## src/rtl/vending_machine_param.sv

```systemverilog
// Parameterised coin-operated vending FSM (IDLE / VEND / PAYOUT) with registered outputs.
// Optional refund path enabled by defining VM_REFUND_EN (adds the cancel port).
module vending_machine_param #(
   parameter int PRICE_UNITS = 3,
   parameter int CREDIT_W    = 4
) (
   input  logic                clk,
   input  logic                rst,
   input  logic                five_coin,
   input  logic                ten_coin,
`ifdef VM_REFUND_EN
   input  logic                cancel,
`endif
   output logic                bottle,
   output logic                change,
   output logic                coin_reject,
   output logic                busy,
   output logic [CREDIT_W-1:0] credit
);

   typedef enum logic [1:0] {
      IDLE   = 2'd0,
      VEND   = 2'd1,
      PAYOUT = 2'd2
   } state_t;

   // One extra bit so credit + 2 can never wrap before the price compare.
   localparam logic [CREDIT_W:0] PRICE = (CREDIT_W+1)'(PRICE_UNITS);
   localparam logic [CREDIT_W:0] ONE   = (CREDIT_W+1)'(1);
   localparam logic [CREDIT_W:0] TWO   = (CREDIT_W+1)'(2);

   state_t              state_reg, state_next;
   logic [CREDIT_W-1:0] credit_reg, credit_next;
   logic [CREDIT_W-1:0] owed_reg, owed_next;
   logic                bottle_reg, bottle_next;
   logic                change_reg, change_next;
   logic                reject_reg, reject_next;
   logic                busy_reg, busy_next;

   logic                any_coin;
   logic                both_coins;
   logic                refund_req;
   logic [CREDIT_W:0]   sum;

   assign any_coin   = five_coin | ten_coin;
   assign both_coins = five_coin & ten_coin;
   assign sum        = {1'b0, credit_reg} + (ten_coin ? TWO : ONE);

`ifdef VM_REFUND_EN
   assign refund_req = cancel && (credit_reg != '0);
`else
   assign refund_req = 1'b0;
`endif

   // State and datapath registers
   always_ff @(posedge clk) begin
      if (rst) begin
         state_reg  <= IDLE;
         credit_reg <= '0;
         owed_reg   <= '0;
         bottle_reg <= 1'b0;
         change_reg <= 1'b0;
         reject_reg <= 1'b0;
         busy_reg   <= 1'b0;
      end else begin
         state_reg  <= state_next;
         credit_reg <= credit_next;
         owed_reg   <= owed_next;
         bottle_reg <= bottle_next;
         change_reg <= change_next;
         reject_reg <= reject_next;
         busy_reg   <= busy_next;
      end
   end

   // Next-state and credit/owed bookkeeping
   always_comb begin
      state_next  = state_reg;
      credit_next = credit_reg;
      owed_next   = owed_reg;
      case (state_reg)
         IDLE: begin
            if (refund_req) begin
               owed_next   = credit_reg;
               credit_next = '0;
               state_next  = PAYOUT;
            end else if (any_coin && !both_coins) begin
               if (sum >= PRICE) begin
                  owed_next   = CREDIT_W'(sum - PRICE);
                  credit_next = '0;
                  state_next  = VEND;
               end else begin
                  credit_next = CREDIT_W'(sum);
               end
            end
         end
         VEND: begin
            state_next = (owed_reg != '0) ? PAYOUT : IDLE;
         end
         PAYOUT: begin
            // Leave on the cycle the last coin is paid; the zero guard keeps owed from wrapping.
            if (owed_reg <= CREDIT_W'(1)) begin
               owed_next  = '0;
               state_next = IDLE;
            end else begin
               owed_next = owed_reg - CREDIT_W'(1);
            end
         end
         default: begin
            state_next = IDLE;
         end
      endcase
   end

   // Output values for the next cycle, derived from the state being entered
   always_comb begin
      bottle_next = (state_next == VEND);
      change_next = (state_next == PAYOUT);
      busy_next   = (state_next != IDLE);
      reject_next = 1'b0;
      if (state_reg != IDLE) begin
         reject_next = any_coin;
      end else if (refund_req || both_coins) begin
         reject_next = any_coin;
      end
   end

   assign bottle      = bottle_reg;
   assign change      = change_reg;
   assign coin_reject = reject_reg;
   assign busy        = busy_reg;
   assign credit      = credit_reg;

endmodule

```

## config.mk

```make
export PLATFORM = sky130hd
export DESIGN_NAME = vending_machine_param
export DESIGN_NICKNAME = d
export VERILOG_FILES = /design/src/rtl/vending_machine_param.sv
export SDC_FILE = /design/constraint.sdc
export NUM_CORES = 1
export LEC_CHECK = 0
export CAP_MARGIN = 10
export CORE_MARGIN = 2
export CORE_UTILIZATION = 45
export DETAILED_ROUTE_END_ITERATION = 10
export GPL_TIMING_DRIVEN = 0
export PLACE_DENSITY = 0.75
export RECOVER_POWER = 100
export SYNTH_ARGS = -nofsm -noshare
export SYNTH_HDL_FRONTEND = slang
export SYNTH_SLANG_ARGS = --single-unit
```

## constraint.sdc

```tcl
create_clock -name clk -period 2.9 [get_ports clk]
set_input_delay 0.58 -clock clk [delete_from_list [all_inputs] [get_ports clk]]
set_output_delay 0.58 -clock clk [all_outputs]
set_load 0.05 [all_outputs]
```

==> results_dict.tcl, run 1 <==
set metrics [dict create \
    drive_gt1_share_pct 13.0 \
    irDropWorstVdd_mv 0.442 \
    dp_hpwl_um 1180 \
    num_vias 726 \
    crit_start "ten_coin" \
    ys.flop_type "dfxtp_1" \
    slowest_delay_ns 0.60 \
    synth-async-reset-ratio_pct 0 \
    die_area_um2 2140 \
    grtUsageMet1_pct 21.9 \
    cts_tree "done" \
    num_rows 15 \
    cap_violations 0 \
    post-route-period-util_pct 94.6 \
    synth_largest_area_cell "dfxtp_1" \
    core_area_um2 1710 \
    routed_via_density 5.46 \
    ys_ff_latch 14 \
    detail_route.wl_per_cell_um 12.4 \
    syn_area_um2 803 \
    h-tree-depth 1 \
    gp_routability_congestion 0.814 \
    yosysSeqAreaShare_pct 34.9 \
    reg2reg_depth 8 \
    clk-insertion-delay-late_ns 0.29 \
    crit_path_end_kind "flop" \
    worst_pin_slew_ns 0.632 \
    cts_hold_buf 0 \
    ant_nets 0 \
    portBuffers 11 \
    fin_nets 122 \
    die_y_um 46.3 \
    yosys-top-cells-count "14 x dfxtp_1, 11 x a21oi_1, 8 x ha_1, 8 x nor2_1" \
    cts_root_buffer "clkbuf_4" \
    track_usage_pct 18.3 \
    dp_cells 129 \
    initial_utilization_pct 47.0 \
    postRouteWirelength_um 1650 \
    cp_cell_sequence "clkbuf_2 -> inv_1 -> ha_1 -> fa_2 -> ha_2 -> a211oi_2 -> a21boi_0 -> and2_4 -> or4_1 -> a21oi_1" \
    period_minus_slack_ns 2.74 \
    worst_r2r_endpoint "owed_reg[1]$_SDFFE_PP0P_" \
    synth-edff-count 0 \
    io_pins 12 \
    drt_iter0_drc 20 \
    crit_arrival_ns 2.96 \
    rsz0062_at_grt "false" \
    synthMostInstantiatedCell "dfxtp_1" \
    grt_max_degree 11 \
    cp_max_fo 5 \
    endpoint "owed_reg[3]$_SDFFE_PP0P_" \
    die_w_um 46.3 \
    final-max-slew-violation-count 0 \
    hold_class "flop to flop" \
    grt_pass1_vias 667 \
    cts_sinks 14 \
    cts_setup_buffers 0 \
    tns_ns 0 \
    drc 0 \
    cts_made_buffers 3 \
    timing.fmax_mhz 365 \
    cts.path.max_buffers 2 \
    grt_util_met3_pct 8.24 \
    syn_avg_cell_area_um2 8.64 \
    syn_inst 93 \
    grt_busiest_layer "met2" \
    diodes 0 \
    status "complete, no violations" \
    cp.required_ns 3.12 \
    antenna_found_initial 0 \
    grt_overflow 0 \
    reg2reg_setup_slack_ns 0.31 \
    synthTopCellsByArea "dfxtp_1 35%, ha_1 12%, a21oi_1 6.9%, nor2_1 3.7%, nor3_1 3.1%" \
    clkTransAtPathRegs_ns 0.09 \
    yosys_warnings 0 \
    synth_fp_nets 106 \
    fin_cells 133 \
    reg2reg_from "credit[0]$_SDFFE_PP0P_" \
    hold_viol_final 0 \
    slew_headroom_pct 57.5 \
    power_density_nw_per_um2 660 \
    grt_use_met2_pct 29.7 \
    syn_to_final_growth_pct 22.7 \
    crit_slowest_cell "fa_2" \
    drtPass1Iterations 4 \
    leakage_nw 0.423 \
    clock-skew-final_ns 0.00295 \
    synth_cell_types 34 \
    finalSetupViolCount 0 \
    grt_pass1_wl_um 2780 \
    synth_top_area_share_pct 34.9 \
    start_kind "primary input" \
    setup.worst_path.class "primary input to flop" \
]
routing by layer:
layer  wire [µm]  vias to the layer above
met1         747                      333
met5           0                        -
met4          17                        0
met3         108                        4
li1            -                      366
met2         779                       23
metrics by stage:
step | total power (W) | instance area, µm² | worst slack, ns | hold WS, ns | utilization, %
6_report | 0.000650 | 986 | 0.157 | 0.480 | 57.7
5_1_grt | 0.000694 | 986 | 0.0638 | 0.514 | 57.7
4_1_cts | 0.000655 | 991 | 0.0226 | 0.489 | 58.0
3_5_place_dp | 0.000508 | 945 | -0.652 | 0.479 | 55.3
3_3_place_gp | 0.000502 | 945 | -0.609 | 0.461 | 55.3
2_1_floorplan | 0.000443 | 803 | 0.134 | 0.514 | -
power breakdown:
group          total (W)  internal (W)  switching, W
sequential      0.000241      0.000219     0.0000217
combinational   0.000267      0.000107      0.000161
clock           0.000142     0.0000765     0.0000659
total           0.000650      0.000402      0.000248
timing repair:
item	4_1_cts	5_1_grt
cloned	0	0
endpoints found under the hold margin	0	0
setup endpoints to repair	9	2
gates resized for setup	5	1
cell families after synthesis:
family / Yosys count / share of synthesized area [%]
buf+inv: 8 / 3.89
compound gates: 27 / 21.7
flops: 14 / 34.9
fa+ha+maj: 9 / 15.0
simple gates: 32 / 20.9
xor+xnor: 1 / 1.09
mux: 2 / 2.65
cell usage in the layout (no fill, tap or decap), types with 3 or more instances in the layout:
| cell | Yosys | layout |
|---|---|---|
| a21oi_1 | 11 | 11 |
| clkbuf_4 | 0 | 3 |
| dfxtp_1 | 14 | 14 |
| dlygate4sd3_1 | 0 | 10 |
| ha_1 | 8 | 7 |
| inv_1 | 6 | 6 |
| nand2_1 | 6 | 6 |
| nor2_1 | 8 | 8 |
| nor3_1 | 5 | 5 |
| o31ai_1 | 3 | 3 |
final cells by class:
class	instances	area, µm²
multi-input cells	71	502
flip-flops and latches	14	280
repair buffers	11	105
inverters	6	22.5
well taps	25	31.3
fillers	167	722
clock buffers	4	36.3
plain buffers	2	8.76
critical path: cells and delay by family:
kind | cells | cell delay (ns)
fa+ha+maj | 3 | 1.08
simple gates | 2 | 0.71
compound gates | 3 | 0.37
buf+inv | 2 | 0.20
worst min path at each step:
stage,start,to,cells after the start
floorplan,state_reg[0]$_SDFF_PP0_,change$_SDFF_PP0_,2
global placement,credit[0]$_SDFFE_PP0P_,credit[0]$_SDFFE_PP0P_,2
detailed placement,credit[0]$_SDFFE_PP0P_,credit[0]$_SDFFE_PP0P_,2
CTS,credit[0]$_SDFFE_PP0P_,credit[0]$_SDFFE_PP0P_,2
global route,credit[0]$_SDFFE_PP0P_,credit[0]$_SDFFE_PP0P_,2
finish,credit[0]$_SDFFE_PP0P_,credit[0]$_SDFFE_PP0P_,2
Power figures use the tool's default switching activity.
==> inputs of run 2 (changes only) <==
--- a/config.mk
+++ b/config.mk
@@ -7,10 +7,11 @@
 export LEC_CHECK = 0
 export CAP_MARGIN = 10
 export CORE_MARGIN = 2
-export CORE_UTILIZATION = 45
+export CORE_UTILIZATION = 46
+export CTS_CLUSTER_SIZE = 12
 export DETAILED_ROUTE_END_ITERATION = 10
 export GPL_TIMING_DRIVEN = 0
-export PLACE_DENSITY = 0.75
+export PLACE_DENSITY = 0.76
 export RECOVER_POWER = 100
 export SYNTH_ARGS = -nofsm -noshare
 export SYNTH_HDL_FRONTEND = slang
==> results_dict.tcl, run 2 (synthesis results as in run 1) <==
set metrics [dict create \
    drt_iter0_drc 13 \
    fin_nets 122 \
    drtPass1Iterations 4 \
    core_area_um2 1690 \
    gp_routability_congestion 0.818 \
    grt_pass1_vias 650 \
    final_common_cell "dfxtp_1" \
    num_rows 15 \
    clock-skew-final_ns 0.00155 \
    io_pins 12 \
    final-max-slew-violation-count 0 \
    drc 0 \
    antenna_found_initial 0 \
    cts_tree "done" \
    irDropWorstVdd_mv 0.429 \
    leakage_nw 0.422 \
    tns_ns 0 \
    die_area_um2 2100 \
    num_vias 747 \
    timing.fmax_mhz 361 \
    portBuffers 11 \
    die_y_um 45.8 \
    routed_via_density 5.98 \
    cts.path.max_buffers 2 \
    diodes 0 \
    grt_overflow 0 \
    hold_class "flop to flop" \
    p_total_w 0.000640 \
    die_w_um 45.8 \
    period_minus_slack_ns 2.77 \
    worst_pin_slew_ns 0.652 \
    clk-insertion-delay-late_ns 0.28 \
    hold_viol_final 0 \
    h-tree-depth 1 \
    setup.worst_path.class "primary input to flop" \
    cts_setup_buffers 0 \
    cp_max_fo 5 \
    power_density_nw_per_um2 659 \
    clkTransAtPathRegs_ns 0.08 \
    crit_path_end_kind "flop" \
    post-route-period-util_pct 95.5 \
    track_usage_pct 18.1 \
    cts_resized 5 \
    crit_arrival_ns 2.94 \
    syn_to_final_growth_pct 20.9 \
    dp_hpwl_um 1190 \
    nFillCells 147 \
    cts_root_buffer "clkbuf_4" \
    slew_headroom_pct 56.1 \
    drive_gt1_share_pct 12.0 \
    cp.required_ns 3.07 \
    status "complete, no violations" \
    mostFrequentLayoutCells "14 x dfxtp_1, 11 x a21oi_1, 10 x dlygate4sd3_1" \
    initial_utilization_pct 47.6 \
    postRouteWirelength_um 1610 \
    detail_route.wl_per_cell_um 12.9 \
    finalSetupViolCount 0 \
    rsz0062_at_grt "false" \
    grt_pass1_wl_um 2700 \
    cts_hold_buf 0 \
    start_kind "primary input" \
    cts_sinks 14 \
    cap_violations 0 \
    cts_made_buffers 3 \
    ant_nets 0 \
    grt_max_degree 11 \
]
==> run 2: cell counts in the layout (fill, tap and decap cells not counted) <==
No cell type changed its count.
==> run 2: final timing paths <==
kind | start | end | slack, ns | cells after the start
worst min register to register | credit[0]$_SDFFE_PP0P_ | credit[0]$_SDFFE_PP0P_ | 0.48 | 2
worst max register to register | credit[0]$_SDFFE_PP0P_ | busy$_SDFF_PP0_ | 0.30 | 8
worst min-delay path | credit[0]$_SDFFE_PP0P_ | credit[0]$_SDFFE_PP0P_ | 0.48 | 2
worst max-delay path | ten_coin | busy$_SDFF_PP0_ | 0.13 | 10
==> run 2: area by class of cell <==
| class | instances | area, µm² | area share (%) |
|---|---|---|---|
| Clock buffer | 4 | 36.3 | 3.74 |
| Sequential cell | 14 | 280 | 28.9 |
| Tap cell | 17 | 21.3 | 2.19 |
| Buffer | 2 | 8.76 | 0.902 |
| Inverter | 6 | 22.5 | 2.32 |
| Multi-Input combinational cell | 71 | 497 | 51.2 |
| Timing Repair Buffer | 11 | 105 | 10.8 |
==> run 2: metal layers <==
layer | vias up | global-route usage, % | share of wire (%) | routed length [µm]
met4 | 0 | 3.43 | 0.93 | 15
li1 | 369 | - | - | -
met1 | 355 | 21.8 | 46 | 748
met2 | 21 | 30.7 | 48 | 773
met3 | 2 | 7.14 | 4.7 | 76
met5 | - | 0 | 0 | 0
==> run 2: per-stage QoR <==
stage,instances,hold WS [ns],utilization (%),worst slack (ns),instance area (µm²)
global route,125,0.528,57.5,0.0608,971
finish,125,0.481,57.5,0.131,971
detailed placement,121,0.479,55.3,-0.628,935
floorplan,93,0.514,-,0.134,803
global placement,121,0.460,55.3,-0.600,935
CTS,125,0.488,58.1,0.0262,981
==> run 2: where the power goes <==
| group | total [W] | switching, W | leakage, nW | internal (W) |
|---|---|---|---|---|
| clock | 0.000139 | 0.0000626 | 0.0210 | 0.0000764 |
| combinational | 0.000261 | 0.000157 | 0.287 | 0.000104 |
| sequential | 0.000240 | 0.0000209 | 0.114 | 0.000219 |
| total | 0.000640 | 0.000241 | 0.422 | 0.000400 |
==> run 2: worst max-delay path, stage by stage <==
cell      delay [ns]
clkbuf_2        0.14
inv_1           0.07
ha_1            0.23
fa_2            0.48
ha_2            0.24
a211oi_1        0.35
a21boi_0        0.30
and2_4          0.22
nor3_1          0.05
or2_2           0.28
